--- src/rtl/counter_pkg.sv ---
// Shared types and constants for the parametrised up/down counter family.
// No logic; pure declarations.
// Imported by param_updown_counter and anything that drives its direction pin.
package counter_pkg;

   // Counter control state: RUN counts, HALT is the one-shot terminal park
   typedef enum logic {
      RUN  = 1'b0,
      HALT = 1'b1
   } state_t;

   // Encodings of the up_dn pin
   localparam logic DIR_UP = 1'b1;
   localparam logic DIR_DN = 1'b0;

endpackage

--- src/rtl/param_updown_counter.sv ---
// Loadable up/down modulo counter with count enable, one-shot halt and tc/wrap/done status.
// Latency: load and count steps visible on count one edge after sampling; tc is combinational.
// Backpressure: en=0 stalls the count (wrap drops); load and rst are always accepted.
module param_updown_counter
   import counter_pkg::*;
#(
   parameter int WIDTH     = 4,
   parameter int MOD_MAX   = 15,
   parameter int RESET_VAL = 0
) (
   input  logic             clk,
   input  logic             rst,
   input  logic             en,
   input  logic             load,
   input  logic [WIDTH-1:0] data,
   input  logic             up_dn,
   input  logic             oneshot,
   output logic [WIDTH-1:0] count,
   output logic             tc,
   output logic             wrap,
   output logic             done
);

   localparam logic [WIDTH-1:0] MAX_V   = WIDTH'(MOD_MAX);
   localparam logic [WIDTH-1:0] RESET_V = WIDTH'(RESET_VAL);
   localparam logic [WIDTH-1:0] ZERO_V  = '0;
   localparam logic [WIDTH-1:0] ONE_V   = WIDTH'(1);

   // Reject parameter sets whose count range cannot be represented
   if (WIDTH < 1) begin : g_bad_width
      $error("param_updown_counter: WIDTH must be at least 1");
   end
   if ((MOD_MAX < 1) || (longint'(MOD_MAX) > ((longint'(1) << WIDTH) - 1))) begin : g_bad_mod
      $error("param_updown_counter: MOD_MAX out of range 1..2^WIDTH-1");
   end
   if ((RESET_VAL < 0) || (RESET_VAL > MOD_MAX)) begin : g_bad_reset
      $error("param_updown_counter: RESET_VAL must lie in 0..MOD_MAX");
   end

   state_t           state;
   logic             at_term;
   logic [WIDTH-1:0] step_cnt;
   logic [WIDTH-1:0] load_val;

   // Next-count arithmetic: the terminal is detected explicitly so the wrap target is
   // chosen here rather than relying on natural 2^WIDTH overflow; loads saturate at MOD_MAX
   always_comb begin
      at_term  = 1'b0;
      step_cnt = count;
      load_val = data;
      if (up_dn == DIR_UP) begin
         at_term  = (count == MAX_V);
         step_cnt = at_term ? ZERO_V : (count + ONE_V);
      end else begin
         at_term  = (count == ZERO_V);
         step_cnt = at_term ? MAX_V : (count - ONE_V);
      end
      if (data > MAX_V) begin
         load_val = MAX_V;
      end
   end

   // Terminal count tracks up_dn directly so a direction flip shows up in the same cycle
   assign tc = at_term;

   // Control FSM with registered count/wrap/done; load overrides counting and exits HALT
   always_ff @(posedge clk or posedge rst) begin
      if (rst) begin
         state <= RUN;
         count <= RESET_V;
         wrap  <= 1'b0;
         done  <= 1'b0;
      end else if (load) begin
         state <= RUN;
         count <= load_val;
         wrap  <= 1'b0;
         done  <= 1'b0;
      end else begin
         case (state)
            RUN: begin
               if (en) begin
                  if (at_term && oneshot) begin
                     // Park on the terminal value instead of wrapping
                     state <= HALT;
                     done  <= 1'b1;
                     wrap  <= 1'b0;
                  end else begin
                     count <= step_cnt;
                     wrap  <= at_term;
                  end
               end else begin
                  wrap <= 1'b0;
               end
            end
            HALT: begin
               // Only load or rst leaves HALT; en/up_dn/oneshot are ignored here
               wrap <= 1'b0;
               done <= 1'b1;
            end
            default: begin
               state <= RUN;
               wrap  <= 1'b0;
               done  <= 1'b0;
            end
         endcase
      end
   end

endmodule

--- config.mk ---
export PLATFORM = sky130hd
export DESIGN_NAME = param_updown_counter
export DESIGN_NICKNAME = d
export VERILOG_FILES = /design/src/rtl/counter_pkg.sv /design/src/rtl/param_updown_counter.sv
export SDC_FILE = /design/constraint.sdc
export NUM_CORES = 1
export LEC_CHECK = 0
export ABC_AREA = 0
export CAP_MARGIN = 20
export CORE_AREA = 2 2 39 41
export DETAILED_ROUTE_END_ITERATION = 7
export DIE_AREA = 0 0 41 43
export DONT_BUFFER_PORTS = 1
export HOLD_SLACK_MARGIN = 0.15
export PLACE_DENSITY = 0.58
export SLEW_MARGIN = 20
export SYNTH_ARGS = -nofsm -noshare
export SYNTH_HDL_FRONTEND = slang
export SYNTH_SLANG_ARGS = --single-unit
--- constraint.sdc ---
create_clock -name clk -period 1.46 [get_ports clk]
set_input_delay 0.073 -clock clk [delete_from_list [all_inputs] [get_ports clk]]
set_output_delay 0.073 -clock clk [all_outputs]
set_load 0.005 [all_outputs]
## Yosys cells after proc, flatten, opt, wreduce, memory -nomap -nowiden

Index checks and enable logic that the tools add are counted.

| word-level totals | value |
|---|---|
| flip-flop bits (word level) | 7 |
| input port bits | 10 |
| output and inout bits | 7 |
| logic and storage cells | 39 |

| operators by class | value |
|---|---|
| add/sub/neg operators | 2 |
| magnitude comparators | 1 |
| equality and inequality tests | 5 |
| mux-type cells | 21 |
| bitwise gates (word level) | 1 |
| reduce and logical (&&, ||, !) cells | 5 |

Operators by type and width:

| kind | count |
|---|---|
| two-way mux 4 bit | 8 |
| two-way mux 1 bit | 11 |
| != test 3 bit, second input constant | 2 |
| adder 4 x 1 -> 4 bit, second input constant | 1 |
| equality test 4 bit, second input constant | 1 |
| > comparator 4 bit, second input constant | 1 |
| logical NOT 4 bit | 1 |
| != test 2 bit, second input constant | 2 |
| case mux 1 bit (2 select lines) | 2 |
| subtractor 4 x 1 -> 4 bit, second input constant | 1 |
| AND reduction 3 bit | 1 |
| AND reduction 2 bit | 1 |
| nonzero test 2 bit | 1 |
| logical AND 1 bit | 1 |
| NOT 1 bit | 1 |

## Longest topological paths before layout

| depth | value |
|---|---|
| word-level depth | 7 |
| depth in mapped cells | 7 |
| mapped depth without buffers | 7 |

## Worst setup path before layout

OpenSTA, ideal clock, no wires.

| timing path | value |
|---|---|
| kind | reg-to-reg |
| from | register count[0] |
| to | register count[0] |
| library setup time | 0.132 ns |
| arrival time | 1.428 ns |
| data required time | 1.328 ns |
| path slack | -0.100 ns |
| stages on the path, launching flop included | 8 |
| clock period less this slack | 1.560 ns |
| cells stage by stage | dfrtp_1 -> inv_1 -> ha_1 -> nand2b_4 -> o22ai_4 -> a21oi_2 -> mux2i_1 -> o21ai_1 |

RTL lines:

| element | line | source |
|---|---|---|
| start: declaration | param_updown_counter.sv:18 | `output logic [WIDTH-1:0] count,` |
| start signal: assignment | param_updown_counter.sv:75 | `count <= load_val;` |
| start signal: assignment | param_updown_counter.sv:88 | `count <= step_cnt;` |
| equality test 4 bit or logical NOT 4 bit (tied branches) | param_updown_counter.sv:52, param_updown_counter.sv:55 |  |
| two-way mux 1 bit * | param_updown_counter.sv:51 | `if (up_dn == DIR_UP) begin` |
| named net tc | param_updown_counter.sv:19 | `output logic tc,` |
| logical AND 1 bit * | param_updown_counter.sv:82 | `if (at_term && oneshot) begin` |
| != test 2 bit (no source line) * | n/a |  |
| AND reduction 3 bit (no source line) * | n/a |  |

The timed path passes the listed nets; every way through them passes the cells marked *. The select of a mux whose other input is x is not followed.
A chain may end at the register's enable or synchronous reset.

## Worst setup path after layout

| timing path | value |
|---|---|
| from | register count[0] |
| to | register count[0] |

| on the way | value |
|---|---|
| longest elaborated chain between the ends | 7 |

RTL lines:

| element | line | source |
|---|---|---|
| subtractor 4 x 1 -> 4 bit, or another cell as far along | param_updown_counter.sv:56 | `step_cnt = at_term ? MAX_V : (count - ONE_V);` |
| two-way mux 4 bit, on equally long branches | param_updown_counter.sv:56, param_updown_counter.sv:53 |  |
| two-way mux 4 bit | param_updown_counter.sv:51 |  |
| two-way mux 4 bit | param_updown_counter.sv:82 |  |
| two-way mux 4 bit | param_updown_counter.sv:81 | `if (en) begin` |
| two-way mux 4 bit | param_updown_counter.sv:79 | `case (state)` |
| two-way mux 4 bit | param_updown_counter.sv:73 | `end else if (load) begin` |

Parallel ways exist; a longest one is shown, timed or not. The select of a mux whose other input is x is not followed.

==> metrics.txt <==
Final Max Tran Viols=0; Req. time, crit path=1610 ps; Worst-Skew Late Latency=260 ps; Max Buffers Root-to-Sink=2; Slew @ Worst Pin=291 ps; synth warn=0; # fillers=137; commonest cells in the synthesized netlist=dfrtp_1 (7), inv_1 (6), nand2_1 (6), a21oi_1 (3), o21ai_1 (3); largest net degree at the start of global routing=12; Die Y-Extent=43 um; number of CTS-inserted buffers=3; CP arrival=roughly 1600 ps; fin util=48.2%; element type at the critical path end=flop; final hold violation count=6; Synth top area share=around 37%; post-route cell area=667 um^2; Worst Setup Start Kind=flop; Hold Path Class=in -> reg; first-pass iteration count of the detailed router=4; n_diodes=0; Initial Util=34.4%; multi-input logic area=300 um^2; violated checks=negative hold slack; DR vias/cell=5.29; crit path max fanout=5; CTS tree=built; sequential area share after synthesis=between 30 and 40%; fraction of layout cells with a size suffix above 1=39.1%; asr flop ratio synth=100%; Synth area leader=dfrtp_1; clk sinks=7; hpwl dp=875 um; CTS Root Cell=clkbuf_4; #FFs+latches synth=7; Vias=450; # rows=14; Area contributors post-synth=dfrtp_1 (37%), ha_1 (5.2%), inv_1 (4.7%); net count after synthesis=between 60 and 70; die area=1760 um^2; total power=roughly 690 uW; r2r endpoint=count[0]$_DFFE_PP0P_; hold-fix buffer count after cts=2; number of global-route vias before repair=426; fin nets=between 80 and 90; Clock Pin Slew Worst Setup and Hold Paths=60 ps; VDD IR max=451 uV; EDFF count, synth=0; fin crit share=97.8%; Hold EP=wrap$_DFF_PP0_; detailed-route wire length=roughly 1100 um; status=complete, but fails checks; RSZ-0062 raised after global routing=true; most frequent cell after synthesis=dfrtp_1; Mapped Area=477 um^2; number of DRC markers in iteration 0=1; Placed Area=597 um^2; Core Box Area=1380 um^2; Final Setup Violations=0; register area=about 180 um^2; Min-Delay Startpoint=load; FMAX=700 MHz; Ports=17; R2R setup slack=30 ps; Max-cap violations=0; Overall Global Routing Usage=15.5%; WL per Instance=about 13 um; Most used DFF post-synth=dfrtp_1; Worst R2R Start=count[0]$_DFFE_PP0P_; crit path kind=reg -> reg; H-tree lvl count=1; # DRC=0; final setup TNS=0 ps; I/O Buffers=0; grt ovf=0; chip width=41 um; clock skew=around 5 ps; Tmin final=~1400 ps; initial antenna violation count=0; hold depth=1; Routed Antenna Nets=0; P_leak=between 0.3 and 0.4 nW; gp weighted congestion=~0.73; number of distinct library cells after synthesis=25; worst-case hold slack=-117 ps; Slew headroom=a little over 80%; Syn Area/Cell=slightly above 9 um^2; Synth Instances=51; Reg2Reg Depth=6; cell area power density=between 1000 and 1500 nW/um^2; area added between synthesis and finish=39.9%; global-route wire length before repair=1760 um
metal layers:
layer,track usage [%],vias up,share of wire (%)
met5,0,-,0
met2,22.5,14,46
met3,4.19,5,5.7
met4,12.0,0,3.8
li1,-,219,-
met1,18.3,212,45
flip-flops by register name, indices dropped and copies added (netlist names):
signal  count
count       4
done        1
state       1
wrap        1
layout by cell type (no fill, tap or decap), drive strengths merged, types with 2 or more instances in the layout:
master	n
dlygate4sd3	2
a21oi	4
mux2i	2
a31oi	2
clkbuf	4
nor2	2
ha	2
inv	6
dfrtp	7
nand2b	2
nand2	6
buf	13
xnor2	2
o21ai	5
stage by stage:
step                      hold slack (ps)  cells  worst slack (ps)
final                                -117     85              31.6
after global routing                 -109     85              -114
after floorplan                      -124     51              15.2
after global placement              -77.9     78             -14.2
after CTS                            -113     85              12.6
after detailed placement            -80.8     78             -38.8
worst max-delay path: stages (launching register included):
cell and delay [ps]:
dfrtp_2 430, ha_2 200, nand2_2 80, o22ai_4 110, a21oi_4 200, mux2i_1 220
o21ai_1 70
layout make-up:
class                   count  area share, %
inverters                   6           3.38
well taps                  16           3.00
repair buffers             15           18.2
multi-input cells          37           45.0
flip-flops and latches      7           26.5
clock buffers               4           3.94
repair_timing:
action / in CTS / in global routing
endpoints found under the setup margin: 5 / 5
gates resized for setup: 4 / 1
pin swaps: 1 / 2
hold endpoints to repair: 14 / 7
buffers inserted: 2 / 0
logic make-up (layout without fill, tap and decap cells):
logic type / count (synthesis) / after routing / share of synthesized area [%]
AO/OA/AOI/OAI: 19 / 19 / 30.4
AND/OR/NAND/NOR: 12 / 12 / 14.2
flip-flops: 7 / 7 / 36.7
buffers and inverters: 7 / 25 / 5.51
adder cells (fa/ha/maj): 2 / 2 / 5.25
XOR/XNOR: 2 / 2 / 3.68
multiplexers: 2 / 2 / 4.20
worst max-delay path by stage:
stage	startpoint	slack (ps)	end	depth (start not counted)
2_1_floorplan	count[0]$_DFFE_PP0P_	20	count[3]$_DFFE_PP0P_	7
3_3_place_gp	count[0]$_DFFE_PP0P_	-10	count[3]$_DFFE_PP0P_	7
3_5_place_dp	count[0]$_DFFE_PP0P_	-40	count[0]$_DFFE_PP0P_	7
4_1_cts	count[0]$_DFFE_PP0P_	10	count[0]$_DFFE_PP0P_	6
5_1_grt	count[1]$_DFFE_PP0P_	-110	count[3]$_DFFE_PP0P_	7
6_report	count[0]$_DFFE_PP0P_	30	count[0]$_DFFE_PP0P_	6
report_power, final:
part	switching (mW)	leakage (nW)	internal, mW
sequential	0.0195	0.0889	0.214
clock	0.0788	0.0150	0.105
combinational	0.119	0.198	0.150
Note: power is estimated with default switching activity, not from simulation.
